==> src/rtl/link_anim_ctrl.sv <==
// -----------------------------------------------------------------------------
// link_anim_ctrl
//
// Animation and sprite-fetch controller for the player character.
//
// Once per video frame (on the vsync falling edge) it advances a small
// IDLE / WALK / ATTACK state machine. That machine tracks the facing
// direction, the two-phase walk cycle and the attack duration. It publishes
// {facing, walk_frame} as the ROM/palette select for the color mapper.
//
// Every pixel it produces the sprite ROM address for the current DrawX/DrawY.
// It also produces a coverage flag that is delayed by one cycle, so that the
// flag lines up with the ROM's registered read data.
//
// Ports
//   vga_clk        in   1   pixel clock (single clock domain)
//   Reset          in   1   synchronous, active-high reset
//   vsync          in   1   raw VGA vsync, active low
//   blank          in   1   high during active video
//   DrawX, DrawY   in  10   current pixel coordinate
//   link_x, link_y in  10   sprite top-left coordinate
//   dir_in         in   2   requested facing: 0 up, 1 down, 2 left, 3 right
//   move_req       in   1   level: player is moving
//   attack_req     in   1   level: attack button
//   rom_address    out 10   sprite ROM address (combinational)
//   sprite_sel     out  3   {facing[1:0], walk_frame}: ROM/palette pair select
//   attack_active  out  1   high while attacking; renderer picks attack sprite
//   sprite_on      out  1   registered coverage flag, aligned with ROM q
// -----------------------------------------------------------------------------
module link_anim_ctrl #(
  parameter int SPRITE_W     = 32,  // power of two
  parameter int SPRITE_H     = 32,
  parameter int STEP_TICKS   = 8,   // frames per walk-frame toggle, >= 1
  parameter int ATTACK_TICKS = 16   // frames an attack lasts, >= 1
) (
  input  logic       vga_clk,
  input  logic       Reset,
  input  logic       vsync,
  input  logic       blank,
  input  logic [9:0] DrawX,
  input  logic [9:0] DrawY,
  input  logic [9:0] link_x,
  input  logic [9:0] link_y,
  input  logic [1:0] dir_in,
  input  logic       move_req,
  input  logic       attack_req,
  output logic [9:0] rom_address,
  output logic [2:0] sprite_sel,
  output logic       attack_active,
  output logic       sprite_on
);

  // The frame counter only ever holds values up to max(STEP, ATTACK)-1.
  // It is kept at least 5 bits wide regardless.
  localparam int MAX_TICKS = (STEP_TICKS > ATTACK_TICKS) ? STEP_TICKS : ATTACK_TICKS;
  localparam int CNT_W     = ($clog2(MAX_TICKS) > 5) ? $clog2(MAX_TICKS) : 5;
  localparam logic [CNT_W-1:0] STEP_LAST   = CNT_W'(STEP_TICKS - 1);
  localparam logic [CNT_W-1:0] ATTACK_LAST = CNT_W'(ATTACK_TICKS - 1);
  // Row stride in the ROM is SPRITE_W, so the row offset is a plain shift.
  localparam int X_SHIFT = $clog2(SPRITE_W);

  localparam logic [1:0] FACE_DOWN = 2'd1;

  typedef enum logic [1:0] {
    S_IDLE   = 2'd0,
    S_WALK   = 2'd1,
    S_ATTACK = 2'd2
  } state_t;

  // ---------------------------------------------------------------------------
  // Frame tick: a one-cycle pulse on the vsync falling edge.
  // r_vs_d resets low, so a vsync that is already low when reset releases
  // does not produce a spurious tick.
  // ---------------------------------------------------------------------------
  logic r_vs_d;
  logic w_tick;

  // NOTE: sequential state uses non-blocking (<=) so every flop samples the
  // pre-edge values; blocking here would create order-dependent races.
  always_ff @(posedge vga_clk) begin
    if (Reset) r_vs_d <= 1'b0;
    else       r_vs_d <= vsync;
  end

  assign w_tick = r_vs_d & ~vsync;

  // ---------------------------------------------------------------------------
  // Animation state machine: register process
  // ---------------------------------------------------------------------------
  state_t           r_state;
  logic [1:0]       r_facing;
  logic             r_frame;
  logic [CNT_W-1:0] r_cnt;
  logic             r_attack_active;

  state_t           w_state_nxt;
  logic [1:0]       w_facing_nxt;
  logic             w_frame_nxt;
  logic [CNT_W-1:0] w_cnt_nxt;

  always_ff @(posedge vga_clk) begin
    if (Reset) begin
      r_state         <= S_IDLE;
      r_facing        <= FACE_DOWN;
      r_frame         <= 1'b0;
      r_cnt           <= '0;
      r_attack_active <= 1'b0;
    end else begin
      r_state         <= w_state_nxt;
      r_facing        <= w_facing_nxt;
      r_frame         <= w_frame_nxt;
      r_cnt           <= w_cnt_nxt;
      r_attack_active <= (w_state_nxt == S_ATTACK);
    end
  end

  // ---------------------------------------------------------------------------
  // Animation state machine: next-state process.
  // Nothing moves except on a tick, so the sprite never switches mid-frame.
  // ---------------------------------------------------------------------------
  // NOTE: every signal assigned here gets a default first. A path that leaves
  // a signal unassigned would infer a latch.
  always_comb begin
    w_state_nxt  = r_state;
    w_facing_nxt = r_facing;
    w_frame_nxt  = r_frame;
    w_cnt_nxt    = r_cnt;

    if (w_tick) begin
      unique case (r_state)
        S_IDLE: begin
          w_frame_nxt = 1'b0;
          if (attack_req) begin
            w_state_nxt  = S_ATTACK;
            w_cnt_nxt    = '0;
            w_facing_nxt = dir_in;
          end else if (move_req) begin
            w_state_nxt  = S_WALK;
            w_cnt_nxt    = '0;
            w_facing_nxt = dir_in;
          end
        end

        S_WALK: begin
          if (attack_req) begin
            w_state_nxt  = S_ATTACK;
            w_cnt_nxt    = '0;
            w_frame_nxt  = 1'b0;
            w_facing_nxt = dir_in;
          end else if (!move_req) begin
            w_state_nxt = S_IDLE;
            w_cnt_nxt   = '0;
            w_frame_nxt = 1'b0;
          end else begin
            // Walking steers freely. The frame flips every STEP_TICKS ticks.
            w_facing_nxt = dir_in;
            if (r_cnt == STEP_LAST) begin
              w_cnt_nxt   = '0;
              w_frame_nxt = ~r_frame;
            end else begin
              w_cnt_nxt = r_cnt + 1'b1;
            end
          end
        end

        S_ATTACK: begin
          // Facing is frozen, and attack_req / dir_in are ignored.
          // A held button can only re-trigger from the tick after the exit.
          if (r_cnt == ATTACK_LAST) begin
            w_state_nxt  = move_req ? S_WALK : S_IDLE;
            w_cnt_nxt    = '0;
            w_frame_nxt  = 1'b0;
            w_facing_nxt = dir_in;
          end else begin
            w_cnt_nxt = r_cnt + 1'b1;
          end
        end

        default: begin
          w_state_nxt = S_IDLE;
          w_cnt_nxt   = '0;
          w_frame_nxt = 1'b0;
        end
      endcase
    end
  end

  assign sprite_sel    = {r_facing, r_frame};
  assign attack_active = r_attack_active;

  // ---------------------------------------------------------------------------
  // Pixel path: coverage test and ROM address.
  // The right and bottom bounds are summed in 11 bits. A sprite placed near
  // the screen edge must not wrap around and hit pixels at column/row 0.
  // ---------------------------------------------------------------------------
  logic [10:0] w_x_end;
  logic [10:0] w_y_end;
  logic        w_in_box;
  logic [9:0]  w_dx;
  logic [9:0]  w_dy;
  logic [9:0]  w_dy_sh;
  logic        r_sprite_on;

  assign w_x_end = {1'b0, link_x} + 11'(SPRITE_W);
  assign w_y_end = {1'b0, link_y} + 11'(SPRITE_H);

  assign w_in_box = blank
                  && (DrawX >= link_x) && ({1'b0, DrawX} < w_x_end)
                  && (DrawY >= link_y) && ({1'b0, DrawY} < w_y_end);

  // The address is a don't-care outside the box, so plain wrapping
  // subtraction is enough.
  assign w_dx        = DrawX - link_x;
  assign w_dy        = DrawY - link_y;
  assign w_dy_sh     = w_dy << X_SHIFT;
  assign rom_address = w_dy_sh + w_dx;

  // The coverage flag is delayed one cycle to line up with the ROM's
  // registered read data.
  always_ff @(posedge vga_clk) begin
    if (Reset) r_sprite_on <= 1'b0;
    else       r_sprite_on <= w_in_box;
  end

  assign sprite_on = r_sprite_on;

endmodule

==> config.mk <==
export PLATFORM = sky130hd
export DESIGN_NAME = link_anim_ctrl
export DESIGN_NICKNAME = d
export VERILOG_FILES = /design/src/rtl/link_anim_ctrl.sv
export SDC_FILE = /design/constraint.sdc
export NUM_CORES = 1
export LEC_CHECK = 0
export BUFFER_PORTS_ARGS = -buffer_cell sky130_fd_sc_hd__buf_2
export CORE_ASPECT_RATIO = 2
export CORE_MARGIN = 2
export CORE_UTILIZATION = 35
export CTS_BUF_LIST = sky130_fd_sc_hd__clkbuf_4
export CTS_CLUSTER_DIAMETER = 80
export DETAILED_ROUTE_END_ITERATION = 6
export PLACE_DENSITY_LB_ADDON = 0.2
export SYNTH_ARGS = -nofsm -noshare
export SYNTH_HDL_FRONTEND = slang
export SYNTH_SLANG_ARGS = --single-unit
export TNS_END_PERCENT = 5
==> constraint.sdc <==
create_clock -name vga_clk -period 3.4 [get_ports vga_clk]
set_input_delay 0.17 -clock vga_clk [delete_from_list [all_inputs] [get_ports vga_clk]]
set_output_delay 0.17 -clock vga_clk [all_outputs]
set_load 0.02 [all_outputs]
==> flow_metrics.env <==
export IMPL_result_of_the_run="finished, final reports clean"
export IMPL_final_cell_area_mm2=0.00269
export IMPL_io_pins=63
export IMPL_vdd_ir_drop_worst_mv=0.337
export IMPL_die_h_um=117
export IMPL_finalNetCount=455
export IMPL_grt_start_max_net_pins=13
export IMPL_seq_total_area_yosys=0.116
export IMPL_switching_share=0.443
export IMPL_largest_family_of_logic_cells_by_synthesized_area="adder cells"
export IMPL_ws_path_type="in -> out"
export IMPL_floorplan_initialDensity=0.360
export IMPL_fin_skew_ns=0.00737
export IMPL_timing_max_slew_rel_slack=0.791
export IMPL_die_area_mm2=0.00713
export IMPL_global_route_wire_length_before_repair_um=8850
export IMPL_drcViolationCount=0
export IMPL_period_share=0.880
export IMPL_area_growth_synth_to_final_pct=19.4
export IMPL_total_leakage_power_nw=1.38
export IMPL_via_density_per_instance=4.96
export IMPL_die_x_um=60.7
export IMPL_clockPowerShare=0.142
export IMPL_final_max_slew_violation_count=0
export IMPL_drt_iter0_markers=67
export IMPL_hold_buffers=0
export IMPL_grt_pass1_vias=2134
export IMPL_synth_enable_flop_cells=0
export IMPL_post_route_min_period_ns=2.99
export IMPL_synth_compound_area_share=0.174
export IMPL_numClockSinks=13
export IMPL_fp_coreArea_mm2=0.00626
export IMPL_layout_cells_non_filler=434
export IMPL_synth_adder_area_share=0.356
export IMPL_cell_rows=41
export IMPL_place_detailed_hpwl_um=4870
export IMPL_internal_power_uw=420
export IMPL_setup_repair_after_global_routing_missed_its_margin="false"
export IMPL_clkTransAtPathRegs_ns=0.08
export IMPL_syn_cell_area_mm2=0.00225
export IMPL_drive_above_1_share=0.207
export IMPL_cts_resized=0
export IMPL_cts_tree="done"
export IMPL_total_of_flip_flops_plus_latches_after_synthesis=13
export IMPL_syn_avg_cell_area_um2=7.93
export IMPL_synth_xor_area_share=0.0661
export IMPL_power_switching_uw=335
export IMPL_clock_insertion_delay_worst_skew_ns=0.28
export IMPL_timing_max_cap_violations=0
export IMPL_power_sequential_fraction=0.207
export IMPL_post_drt_wl_per_cell_um=12.6
export IMPL_hold_path_class="in -> reg"
export IMPL_detail_route_first_pass_iterations=4
export IMPL_routed_wirelength_um=5470
export IMPL_via_count=2154
export IMPL_ys_warn_count=0
export IMPL_post_synth_num_cell_types=49
export IMPL_portBuffers=62
export IMPL_synth_simple_gate_area_share=0.186
export IMPL_globalRoute_totalOverflow=0
export IMPL_grt_usage=0.158
export IMPL_ys_flop_type="dfxtp_1"
export IMPL_final_hold_vio_count=0
export IMPL_syn_nets=390
export IMPL_h_tree_depth=1
export IMPL_postSynth_asyncResetShare=0
export IMPL_placed_area_mm2=0.00266
export IMPL_worstMarginPinSlew_ns=0.310
export IMPL_end_kind="primary output"
export IMPL_report_final_setup_viol=0
export IMPL_gp_routability_congestion=0.744
export IMPL_start_kind="input port"
export IMPL_setup_total_negative_slack_ns=0
export IMPL_crit_path_max_fanout=2
export IMPL_yosys_mux_area_fraction=0.00445
export IMPL_num_antenna_cells=0
export IMPL_worstPathArrival_ns=2.82
export IMPL_pwr_density_cell_mw_per_mm2=281
export IMPL_combPwrFrac=0.651
export IMPL_netlist_instances=284
export IMPL_cts_post_setup_buffers_inserted=0
export IMPL_postRouteAntennaNets=0
export IMPL_clock_tree_buffer_depth=2
export IMPL_root_buffer="clkbuf_4"
export IMPL_fmax_ghz=0.334
export IMPL_number_of_antenna_violations_at_the_first_check_in_global_routing=0
export IMPL_timing_critical_path_required_ns=3.23
export IMPL_dp_cells=430
export IMPL_cts_buffers_inserted=3
area by class of cell:
| cell class | count | area, um2 |
|---|---|---|
| flip-flops and latches | 13 | 260 |
| multi-input cells | 213 | 1770 |
| repair buffers | 62 | 310 |
| inverters | 56 | 210 |
| clock buffers | 4 | 30.0 |
| fillers | 713 | 3570 |
| well taps | 86 | 108 |
cells by family after synthesis:
group	count (synthesis)
adder cells (fa/ha/maj)	58
AND/OR/NAND/NOR	78
buffers and inverters	58
AO/OA/AOI/OAI	59
XOR/XNOR	17
flip-flops	13
multiplexers	1
power by group through the flow:
stage | logic (mW) | registers (mW) | clock network, mW
after detailed placement | 0.496 | 0.160 | 0
after floorplan | 0.340 | 0.162 | 0
after CTS | 0.501 | 0.157 | 0.116
final | 0.492 | 0.156 | 0.107
after global placement | 0.492 | 0.160 | 0
after global routing | 0.550 | 0.157 | 0.121
worst max-delay path, stage by stage:
cell and delay, ns:
buf_2 0.07, inv_1 0.03, ha_1 0.21, fa_1 0.41, xor2_1 0.19, fa_1 0.48
inv_1 0.04, ha_1 0.30, or2_2 0.29, a21oi_1 0.15, a21oi_1 0.07, xnor2_1 0.20
buf_2 0.19
routing by layer:
layer,share of wire,GRT usage
met1,0.34,0.149
met2,0.61,0.325
met3,0.027,0.00662
met4,0.014,0.0489
met5,0,0
placed cells by master, fill, tap and decap left out, drive strengths merged, types with 4 or more instances in the layout:
| master | n |
|---|---|
| nand2b | 6 |
| fa | 10 |
| buf | 62 |
| nand3 | 17 |
| ha | 48 |
| xor2 | 4 |
| clkbuf | 4 |
| nand2 | 12 |
| inv | 56 |
| o21ai | 12 |
| dfxtp | 13 |
| or3 | 4 |
| xnor2 | 13 |
| o21a | 4 |
| nor2b | 8 |
| a21oi | 15 |
| nor3 | 5 |
| nor2 | 14 |
worst paths after layout:
kind	slack, ns	depth (start not counted)	from	endpoint
setup / recovery	0.41	13	DrawY[0]	rom_address[9]
setup reg to reg	1.45	9	r_cnt[0]	r_facing[0]
hold reg to reg	0.48	1	r_frame	r_frame
hold / removal	0.1	2	dir_in[0]	r_facing[0]
stage by stage:
step	hold slack (ns)	power, mW	setup WS (ns)	util
2_1_floorplan	0.247	0.502	0.570	-
3_3_place_gp	0.376	0.652	0.425	0.425
3_5_place_dp	0.384	0.656	0.379	0.425
4_1_cts	0.0830	0.773	0.372	0.429
5_1_grt	0.0896	0.828	0.204	0.429
6_report	0.100	0.755	0.409	0.429
synth_stat cells (4+ instances only):
library cell	number	area share
xnor2_1	13	0.051
ha_1	48	0.27
o21a_1	4	0.013
o21ai_0	11	0.024
dfxtp_1	13	0.12
nor3_1	5	0.011
nand2b_1	6	0.017
a21oi_1	14	0.031
nand2_1	12	0.020
nor2b_1	8	0.022
fa_1	10	0.089
nor2_1	13	0.022
or3_1	4	0.011
xor2_1	4	0.016
inv_1	56	0.093
nand3_1	17	0.038
registers in the layout, summed over array words and instances, names as in the netlist:
name	flops
r_cnt	5
r_facing	2
r_state	2
attack_active	1
r_frame	1
r_vs_d	1
sprite_on	1
(Power assumes the default switching activity.)
